--- src/rtl/entity_motion_engine.sv ---
// entity_motion_engine
//   Owns the entity table (ship, asteroids, shots) and advances every live
//   slot once per move tick. Each slot gets its velocity applied, wraps at the
//   screen edges, and has its shot lifetime aged. A spawn handshake writes new
//   entities into the lowest free slot. A kill port lets collision logic clear
//   the alive bit of any slot.
//
// Ports
//   clk, reset_n          clock, asynchronous active-low reset
//   tick                  1-cycle move pulse from the rate divider
//   spawn_valid/_entity   spawn request and the entity to write
//   spawn_ready           combinational: engine can take a spawn this cycle
//   spawn_done/_slot      pulse + slot index of a completed spawn
//   spawn_full            pulse: spawn consumed, no free slot, dropped
//   kill_valid/_slot      clear the alive bit of kill_slot (out-of-range ignored)
//   entities              registered table, slot i = [i*ENTITY_SIZE +: ENTITY_SIZE]
//   busy                  sweep in progress
//   sweep_done            pulse after the last slot has been updated
//   tick_overrun          pulse: a tick was dropped
//
// Entity layout: [33] alive [32:26] life (0 = immortal) [25:16] y [15:6] x
//                [5:3] vy {sign,mag} [2:0] vx {sign,mag}, sign=1 is negative.

module entity_motion_engine #(
  parameter int unsigned NUM_ENTITIES = 7,
  parameter int unsigned ENTITY_SIZE  = 34,
  parameter int unsigned SCREEN_W     = 320,
  parameter int unsigned SCREEN_H     = 240,
  parameter int unsigned SLOT_W       = $clog2(NUM_ENTITIES)
) (
  input  logic                                 clk,
  input  logic                                 reset_n,
  input  logic                                 tick,
  input  logic                                 spawn_valid,
  input  logic [ENTITY_SIZE-1:0]               spawn_entity,
  output logic                                 spawn_ready,
  output logic                                 spawn_done,
  output logic [SLOT_W-1:0]                    spawn_slot,
  output logic                                 spawn_full,
  input  logic                                 kill_valid,
  input  logic [SLOT_W-1:0]                    kill_slot,
  output logic [NUM_ENTITIES*ENTITY_SIZE-1:0]  entities,
  output logic                                 busy,
  output logic                                 sweep_done,
  output logic                                 tick_overrun
);

  localparam int unsigned ALIVE_B = 33;
  localparam logic signed [10:0] XMOD = 11'(SCREEN_W);
  localparam logic signed [10:0] YMOD = 11'(SCREEN_H);
  localparam logic [SLOT_W-1:0]  LAST_SLOT = SLOT_W'(NUM_ENTITIES - 1);

  typedef enum logic {
    S_IDLE,
    S_SWEEP
  } state_e;

  state_e                   state_q, state_d;
  logic [SLOT_W-1:0]        cnt_q, cnt_d;
  logic                     pending_q, pending_d;
  logic [ENTITY_SIZE-1:0]   slots_q [NUM_ENTITIES];
  logic [ENTITY_SIZE-1:0]   slots_d [NUM_ENTITIES];
  logic                     spawn_done_q, spawn_done_d;
  logic                     spawn_full_q, spawn_full_d;
  logic [SLOT_W-1:0]        spawn_slot_q, spawn_slot_d;
  logic                     sweep_done_q, sweep_done_d;
  logic                     overrun_q, overrun_d;

  logic                     free_found;
  logic [SLOT_W-1:0]        free_idx;
  logic                     kill_ok;
  logic [ENTITY_SIZE-1:0]   spawn_wr;

  // One axis step; a single correction is enough because pos < modulus and |step| <= 3.
  function automatic logic [9:0] wrap_axis(input logic [9:0] pos, input logic [2:0] vel,
                                           input logic signed [10:0] modv);
    logic signed [10:0] p;
    logic signed [10:0] m;
    p = {1'b0, pos};
    m = {9'd0, vel[1:0]};
    p = vel[2] ? (p - m) : (p + m);
    if (p < 11'sd0) begin
      p = p + modv;
    end else if (p >= modv) begin
      p = p - modv;
    end
    return p[9:0];
  endfunction

  // Motion and lifetime update of one slot; dead slots pass through unchanged.
  function automatic logic [ENTITY_SIZE-1:0] move_entity(input logic [ENTITY_SIZE-1:0] e);
    logic [ENTITY_SIZE-1:0] r;
    r = e;
    if (e[ALIVE_B]) begin
      r[15:6]  = wrap_axis(e[15:6], e[2:0], XMOD);
      r[25:16] = wrap_axis(e[25:16], e[5:3], YMOD);
      if (e[32:26] != 7'd0) begin
        r[32:26] = e[32:26] - 7'd1;
        if (e[32:26] == 7'd1) begin
          r[ALIVE_B] = 1'b0;
        end
      end
    end
    return r;
  endfunction

  // Lowest-index dead slot.
  always_comb begin
    free_found = 1'b0;
    free_idx   = '0;
    for (int i = int'(NUM_ENTITIES) - 1; i >= 0; i--) begin
      if (!slots_q[i][ALIVE_B]) begin
        free_found = 1'b1;
        free_idx   = SLOT_W'(i);
      end
    end
  end

  // Spawned entry: forced alive, off-screen coordinates clamped to 0.
  always_comb begin
    spawn_wr          = spawn_entity;
    spawn_wr[ALIVE_B] = 1'b1;
    if (spawn_entity[15:6] >= 10'(SCREEN_W)) begin
      spawn_wr[15:6] = '0;
    end
    if (spawn_entity[25:16] >= 10'(SCREEN_H)) begin
      spawn_wr[25:16] = '0;
    end
  end

  assign kill_ok     = kill_valid && (32'(kill_slot) < NUM_ENTITIES);
  assign spawn_ready = (state_q == S_IDLE) && !tick && !pending_q;

  // Next-state: sweep sequencing, tick pending, spawn write, kill override.
  always_comb begin
    state_d      = state_q;
    cnt_d        = cnt_q;
    pending_d    = pending_q;
    slots_d      = slots_q;
    spawn_done_d = 1'b0;
    spawn_full_d = 1'b0;
    spawn_slot_d = spawn_slot_q;
    sweep_done_d = 1'b0;
    overrun_d    = 1'b0;

    unique case (state_q)
      S_IDLE: begin
        // A tick arriving together with sweep entry is absorbed by that sweep.
        if (tick || pending_q) begin
          state_d   = S_SWEEP;
          cnt_d     = '0;
          pending_d = 1'b0;
        end else if (spawn_valid) begin
          if (free_found) begin
            slots_d[free_idx] = spawn_wr;
            spawn_done_d      = 1'b1;
            spawn_slot_d      = free_idx;
          end else begin
            spawn_full_d = 1'b1;
          end
        end
      end
      S_SWEEP: begin
        // A kill on the slot under update suppresses its motion entirely.
        if (!(kill_ok && (kill_slot == cnt_q))) begin
          slots_d[cnt_q] = move_entity(slots_q[cnt_q]);
        end
        if (tick) begin
          if (pending_q) begin
            overrun_d = 1'b1;
          end else begin
            pending_d = 1'b1;
          end
        end
        if (cnt_q == LAST_SLOT) begin
          state_d      = S_IDLE;
          sweep_done_d = 1'b1;
        end else begin
          cnt_d = cnt_q + SLOT_W'(1);
        end
      end
    endcase

    if (kill_ok) begin
      slots_d[kill_slot][ALIVE_B] = 1'b0;
    end
  end

  // State and table registers.
  always_ff @(posedge clk or negedge reset_n) begin
    if (!reset_n) begin
      state_q      <= S_IDLE;
      cnt_q        <= '0;
      pending_q    <= 1'b0;
      spawn_done_q <= 1'b0;
      spawn_full_q <= 1'b0;
      spawn_slot_q <= '0;
      sweep_done_q <= 1'b0;
      overrun_q    <= 1'b0;
      for (int i = 0; i < int'(NUM_ENTITIES); i++) begin
        slots_q[i] <= '0;
      end
    end else begin
      state_q      <= state_d;
      cnt_q        <= cnt_d;
      pending_q    <= pending_d;
      spawn_done_q <= spawn_done_d;
      spawn_full_q <= spawn_full_d;
      spawn_slot_q <= spawn_slot_d;
      sweep_done_q <= sweep_done_d;
      overrun_q    <= overrun_d;
      for (int i = 0; i < int'(NUM_ENTITIES); i++) begin
        slots_q[i] <= slots_d[i];
      end
    end
  end

  for (genvar g = 0; g < int'(NUM_ENTITIES); g++) begin : g_pack
    assign entities[g*ENTITY_SIZE +: ENTITY_SIZE] = slots_q[g];
  end

  assign busy         = (state_q == S_SWEEP);
  assign spawn_done   = spawn_done_q;
  assign spawn_full   = spawn_full_q;
  assign spawn_slot   = spawn_slot_q;
  assign sweep_done   = sweep_done_q;
  assign tick_overrun = overrun_q;

endmodule

--- config.mk ---
export PLATFORM = sky130hd
export DESIGN_NAME = entity_motion_engine
export DESIGN_NICKNAME = d
export VERILOG_FILES = /design/src/rtl/entity_motion_engine.sv
export SDC_FILE = /design/constraint.sdc
export NUM_CORES = 1
export LEC_CHECK = 0
export CORE_ASPECT_RATIO = 0.9
export CORE_MARGIN = 2
export CORE_UTILIZATION = 25
export CTS_CLUSTER_SIZE = 20
export DETAILED_ROUTE_END_ITERATION = 8
export SYNTH_ARGS = -nofsm -noshare
export SYNTH_HDL_FRONTEND = slang
export SYNTH_SLANG_ARGS = --single-unit
--- constraint.sdc ---
create_clock -name clk -period 6.9 [get_ports clk]
set_input_delay 1.38 -clock clk [delete_from_list [all_inputs] [get_ports clk]]
set_output_delay 1.38 -clock clk [all_outputs]
set_load 0.1 [all_outputs]
== Word level (Yosys, flattened, before mapping) ==
Cells that the tools add are included.

* Register bits after elaboration: 250
* Input bits: 42
* Output and inout port bits: 247
* Word-level logic and storage cells: 131

* $add $sub $neg: 10
* Order comparisons: 13
* Equal/unequal tests: 6
* Mux-type cells: 66
* Bitwise logic cells: 7
* Reductions and logical operators: 14

{| class="wikitable"
|+ Operators with widths
! operator !! number
|-
| two-way mux 238 bit || 5
|-
| bitwise mux 238 bit || 2
|-
| case mux 238 bit (2 select lines) || 1
|-
| demux 34 bit (select 3 bit) || 3
|-
| AND 238 bit || 1
|-
| NOT 238 bit || 1
|-
| two-way mux 34 bit || 5
|-
| binary-select mux 34 bit (select 3 bit) || 1
|-
| two-way mux 28 bit || 3
|-
| two-way mux 10 bit || 6
|-
| two-way mux 3 bit || 9
|-
| two-way mux 1 bit || 25
|-
| adder 10 x 2 -> 11 bit || 2
|-
| less-than comparator 11 x 1 -> 1 bit (second input constant) || 2
|-
| two-way mux 11 bit || 2
|-
| subtractor 10 x 2 -> 11 bit || 2
|-
| greater-or-equal comparator 4 bit (second input constant) || 3
|-
| less-than comparator 4 x 1 -> 1 bit (second input constant) || 3
|-
| NOT 3 -> 4 bit || 3
|-
| greater-or-equal comparator 11 x 10 -> 1 bit (second input constant) || 1
|-
| greater-or-equal comparator 11 x 9 -> 1 bit (second input constant) || 1
|-
| adder 10 bit (second input constant) || 1
|-
| adder 10 x 9 -> 10 bit (second input constant) || 1
|-
| greater-or-equal comparator 10 x 8 -> 1 bit (second input constant) || 1
|-
| 21 further kinds || 32
|}

== Logic depth before layout (Yosys ltp) ==
* Depth after elaboration: 19
* Mapped depth: 31
* Depth with buffers taken out: 24

== Worst setup path before layout ==
OpenSTA, ideal clock, no wires.

* Path kind: reg-to-reg
* Start point: register cnt_q[1]
* End point: register slots_q (netlist bit entities[80])
* Library setup time: 0.091 ns
* Data arrival time: 6.885 ns
* Data required time: 6.809 ns
* Path slack: -0.076 ns
* Stages on the path, launching flop included: 32
* Buffers on the path: 9
* Period minus slack after synthesis: 6.976 ns
* Path through: dfrtp_1 -> buf_6 -> buf_8 -> buf_12 -> buf_12 -> clkbuf_1 -> clkbuf_1 -> buf_1 -> clkbuf_1 -> mux2_2 -> a221o_1 -> o21ai_1 -> ha_1 -> nand2_1 -> o21a_1 -> ha_1 -> a21oi_1 -> nand2_1 -> a22oi_1 -> o221ai_1 -> a2111oi_1 -> nor2_2 -> inv_1 -> ha_1 -> and3_1 -> o2111ai_1 -> nand2_2 -> nor2_2 -> o2111a_1 -> or3_1 -> buf_6 -> o221ai_1

* Cells in the longest elaborated chain, start to end: 17
* Elaborated cells on any way between the ends: 28
* Classes of those cells: 4 x add/sub; 4 x order compare; 1 x eq/ne; 15 x mux; 2 x bitwise; 2 x reduce/logical

{| class="wikitable"
|+ RTL lines
! item !! line !! text
|-
| start, declared || 59 || <nowiki>logic [SLOT_W-1:0] cnt_q, cnt_d;</nowiki>
|-
| start signal, assigned || 205 || <nowiki>cnt_q <= cnt_d;</nowiki>
|-
| NOT 3 -> 4 bit (not written as such) || 166 || <nowiki>slots_d[cnt_q] = move_entity(slots_q[cnt_q]);</nowiki>
|-
| binary-select mux 34 bit (select 3 bit) || 166 ||
|-
| two-way mux 34 bit (not written as such) (2 in a row) || 166 ||
|-
| adder 10 x 2 -> 11 bit or subtractor 10 x 2 -> 11 bit (tied branches) || 81 || <nowiki>p = vel[2] ? (p - m) : (p + m);</nowiki>
|-
| two-way mux 11 bit || 81 ||
|-
| subtractor 10 bit or greater-or-equal comparator 11 x 10 -> 1 bit (tied branches) || 85, 84 ||
|-
| two-way mux 10 bit || 84 || <nowiki>end else if (p >= modv) begin</nowiki>
|-
| two-way mux 10 bit || 82 || <nowiki>if (p < 11'sd0) begin</nowiki>
|-
| two-way mux 28 bit || 94 || <nowiki>if (e[ALIVE_B]) begin</nowiki>
|-
| two-way mux 28 bit || 165 || <nowiki>if (!(kill_ok && (kill_slot == cnt_q))) begin</nowiki>
|-
| two-way mux 28 bit || 146 || <nowiki>unique case (state_q)</nowiki>
|-
| bitwise mux 238 bit || 166 ||
|-
| two-way mux 238 bit (*) || 165 ||
|-
| case mux 238 bit (2 select lines) (*) || 146 ||
|-
| AND 238 bit (no source line) || n/a ||
|-
| two-way mux 238 bit (*) || 184 || <nowiki>if (kill_ok) begin</nowiki>
|-
| end signal, assigned by index || 213 || <nowiki>slots_q[i] <= slots_d[i];</nowiki>
|-
| end, declared || 61 || <nowiki>logic [ENTITY_SIZE-1:0] slots_q [NUM_ENTITIES];</nowiki>
|}

Mark *: on every way between the ends. The rest lies on a longest branch, timed or not. The select of a mux whose other input is x is not followed.
A chain may end at the register's enable or synchronous reset.

== Final worst setup path ==
* Start point: register cnt_q[0]
* End point: register slots_q (netlist bit entities[46])

Same word-level chain as after synthesis.

==> metrics.sh <==
SYNTH_SEQ_AREA_SHARE_PCT=41.0
MAX-SLEW-MARGIN-REL_PCT=13.9
FINAL.PERIOD_UTILIZATION_PCT=91.1
SYNTH_EDF_COUNT=0
DRV_CAP=0
CRIT_TYPE='flop to flop'
PLACEMENTROWS=85
CRITICAL-PATH-MAX-STAGE-DELAY_PS=590
CELL_TYPE_WITH_THE_HIGHEST_AGGREGATE_AREA_IN_THE_NETLIST='sky130_fd_sc_hd__dfrtp_1'
POSTSYNTHNETCOUNT=1721
CRITICAL-PATH-TOP-DELAY-FAMILY='compound AO/OA/AOI/OAI gates'
CP_MAX_FO=13
FINAL_NETS=1978
HTREE_LEVELS=1
R2R_CELLS=24
USE_MET3_PCT=7.47
CTS-BUFFERS-INSERTED=28
POST_SYNTH_INSTANCE_AREA_UM2=15200
AVGSYNTHCELLAREA_UM2=9.21
FRACTION_OF_FINAL_LAYOUT_CELLS_WITH_DRIVE_STRENGTH_GREATER_THAN_1_PCT=10.6
DIE_WIDTH_UM=264
SYNTH_TOP_FLOP_CELL='sky130_fd_sc_hd__dfrtp_1'
CRITICAL_PATH_CELL_COUNT=24
POST-CTS-SETUP-BUFFERS=0
WORST_SETUP_PATH_START_KIND='flop'
FIRST_PASS_GRT_WIRE_LENGTH_UM=112000
RSZ0062_AT_GRT='no'
HOLD_CLASS='flop to flop'
CRIT_TOP_CELL='sky130_fd_sc_hd__ha_1'
SYNTHARSTFLOPSHARE_PCT=100
VIASPERCELL=6.05
ROUTE.FINAL.WIRE_LENGTH_UM=78900
DRTPASS1ITERATIONS=6
CP_DATA_ARRIVAL_TIME_PS=6760
YOSYSWARNINGS=0
NUMBER_OF_DISTINCT_LIBRARY_CELL_VARIANTS_IN_THE_GATE_LEVEL_NETLIST_AFTER_SYNTHESIS=93
INITIAL_CELL_DENSITY_OF_THE_CORE_PCT=25.4
PLACEMENT.SETUP.WORST_SLACK_PS=777
GATE_COUNT_AFTER_TECHNOLOGY_MAPPING=1655
MET1_USAGE_PCT=33.0
REPORT.FINAL.HOLD_VIOL_COUNT=0
INITIAL_ANTENNA_VIOLATION_COUNT=1
CRITPATHCAPTURETYPE='flop'
MOST_CROWDED_LAYER_AFTER_GLOBAL_ROUTING='met2'
PATH_BUF_INV=2
AREA_DELTA_SYNTH_FINAL_PCT=31.7
GRTUSAGETOTAL_PCT=24.1
CTS_TREE='yes'
SYNTH_TOP_CELL_AREA_SHARE_PCT=41.0
GRT_START_MAX_NET_PINS=129
CRIT_REQUIRED_PS=7370
GRT_PASS1_VIAS=15368
POST-SYNTH-TOP-COUNT-CELL='sky130_fd_sc_hd__dfrtp_1'
POST_SYNTH_MAIN_AREA_CONTRIBUTORS='sky130_fd_sc_hd__dfrtp_1, sky130_fd_sc_hd__a221o_1, sky130_fd_sc_hd__nor2_1'
SYNTHTOPCELLSBYCOUNT='sky130_fd_sc_hd__dfrtp_1, sky130_fd_sc_hd__nor2_1, sky130_fd_sc_hd__nand2_1'
PLACE.DETAILED.HPWL_UM=55600
POST_CTS_RESIZE_COUNT=0
GP_CONGESTION=0.978
REMAINING_DRC_ERRORS=0
CLK_ROOT_BUFFER_CELL='sky130_fd_sc_hd__clkbuf_16'
WORST_HOLD_SLACK_PS=513
VIA_COUNT=16442
MIN_PERIOD_PS=6280
RUN_STATUS='finished, final reports clean'
N_FILL_CELL=6117
AVGROUTEDWIREPERCELL_UM=29.0
SETUP-VIOLATIONS-FINAL=0
ROUTE.ANTENNA.REMAINING_NETS=0
CLOCK_SINKS=250
SYNTH.FF_LATCH_COUNT=250
HOLD-PATH-CELL-COUNT=1
FINAL.SETUP.TNS_PS=0
CTS.HOLD.BUFFERS_ADDED=0
TIMING.CRITICAL_PATH.SLOWEST_STAGE_CELL='sky130_fd_sc_hd__a2111oi_1'
CTSLONGESTPATHBUFFERS=3
POST-ROUTE-WORST-SETUP-SLACK_PS=615
GRT_UTIL_MET2_PCT=35.5
DRV_SLEW=0
DIEAREA_UM2=63000
GLOBALROUTEOVERFLOWTOTAL=0
CHIPHEIGHT_UM=238
PATH_CLK_SLEW_PS=70
ACHIEVABLE-FREQUENCY_MHz=159
PLACEABLE_CORE_REGION_UM2=60100
IO_PINS=289
CLOCK-SKEW-FINAL_PS=15.9
FINAL_CORE_UTILIZATION_PCT=33.4
WORST-SLEW-PIN-TRANSITION_PS=1290
PLACE.PORT_BUFFERS=287
WORSTPATHCELLLIST='inv_1, nor2_1, a22oi_1, o21ai_0, a21oi_1, ha_1, nand2_1, o21a_1, ha_1, a21oi_1, nand2_1, a22oi_1, o221ai_1, a2111oi_1, nor2_2, inv_1, ha_1, and3_1, o2111ai_1, nand2_2, nor2_2, o2111a_1, or3_1, o221ai_1'
DRTITER0DRC=2251
CLK-INSERTION-DELAY-LATE_PS=580
==> per-stage QoR <==
stage / cells / instance area [um2]
2_1_floorplan: 1655 / 15200
3_3_place_gp: 2665 / 19100
3_5_place_dp: 2665 / 19100
4_1_cts: 2715 / 20100
5_1_grt: 2715 / 20100
6_report: 2716 / 20100
==> final cells by class <==
cell class / instances / area, um2 / share of cell area [%]
flip-flops and latches: 250 / 6260 / 31.2
multi-input cells: 1233 / 8310 / 41.4
clock inverters: 10 / 115 / 0.573
clock buffers: 40 / 837 / 4.17
diodes: 1 / 2.50 / 0.0125
well taps: 783 / 980 / 4.88
repair buffers: 359 / 3430 / 17.1
inverters: 40 / 150 / 0.747
==> metal layers <==
layer	vias up	share of wire, %
li1	6879	-
met5	-	0.013
met2	1219	43
met1	8154	40
met4	2	3.8
met3	188	13
==> final timing paths <==
kind / start / endpoint / slack [ps]
max in group asynchronous: reset_n / cnt_q[2] / 4640
max reg2reg: cnt_q[0] / entities[46] / 620
min: spawn_slot[1] / spawn_slot[1] / 510
max: cnt_q[0] / entities[46] / 620
min reg2reg: spawn_slot[1] / spawn_slot[1] / 510
min in group asynchronous: reset_n / entities[169] / 930
==> placed cells by master, fill, tap and decap left out, types with 8 or more instances in the layout <==
master / count
sky130_fd_sc_hd__a211oi_1: 32
sky130_fd_sc_hd__a21oi_1: 84
sky130_fd_sc_hd__a221o_1: 90
sky130_fd_sc_hd__a221oi_1: 15
sky130_fd_sc_hd__a22o_1: 9
sky130_fd_sc_hd__a22oi_1: 54
sky130_fd_sc_hd__a31oi_1: 14
sky130_fd_sc_hd__a32oi_1: 10
sky130_fd_sc_hd__and2_1: 10
sky130_fd_sc_hd__and3_1: 11
sky130_fd_sc_hd__buf_4: 71
sky130_fd_sc_hd__clkbuf_16: 29
sky130_fd_sc_hd__clkdlybuf4s50_1: 286
sky130_fd_sc_hd__dfrtp_1: 247
sky130_fd_sc_hd__ha_1: 22
sky130_fd_sc_hd__inv_1: 38
sky130_fd_sc_hd__mux2_2: 27
sky130_fd_sc_hd__mux2i_1: 41
sky130_fd_sc_hd__nand2_1: 131
sky130_fd_sc_hd__nand3_1: 55
sky130_fd_sc_hd__nand4_1: 8
sky130_fd_sc_hd__nor2_1: 193
sky130_fd_sc_hd__nor2b_1: 11
sky130_fd_sc_hd__nor3_1: 25
sky130_fd_sc_hd__o211ai_1: 13
sky130_fd_sc_hd__o21a_1: 14
sky130_fd_sc_hd__o21ai_0: 97
sky130_fd_sc_hd__o21ai_1: 9
sky130_fd_sc_hd__o221ai_1: 47
sky130_fd_sc_hd__o22ai_1: 17
sky130_fd_sc_hd__o31ai_1: 11
sky130_fd_sc_hd__or3_1: 8
sky130_fd_sc_hd__xnor2_1: 25
==> registers in the layout (all words and copies together), names as in the netlist <==
signal	count
entities	238
spawn_full	1
sweep_done	1
busy	1
pending_q	1
spawn_done	1
cnt_q	3
tick_overrun	1
spawn_slot	3
==> cells by family (layout without fill, tap and decap cells) <==
| family | after synthesis | count (layout) | share of synthesized area [%] |
|---|---|---|---|
| and+or+nand+nor | 506 | 506 | 14.8 |
| AOI/OAI and AO/OA | 596 | 596 | 29.4 |
| buffers and inverters | 172 | 449 | 4.95 |
| DFF | 250 | 250 | 41.0 |
| xor gates and xnor gates | 31 | 31 | 1.99 |
| adders and majority gates | 26 | 26 | 2.20 |
| other | 0 | 1 | 0 |
| muxes | 74 | 74 | 5.57 |
Power is left out: the tool's default activity adds up to more than one toggle a clock period on the data nets, which glitch-free logic cannot reach.
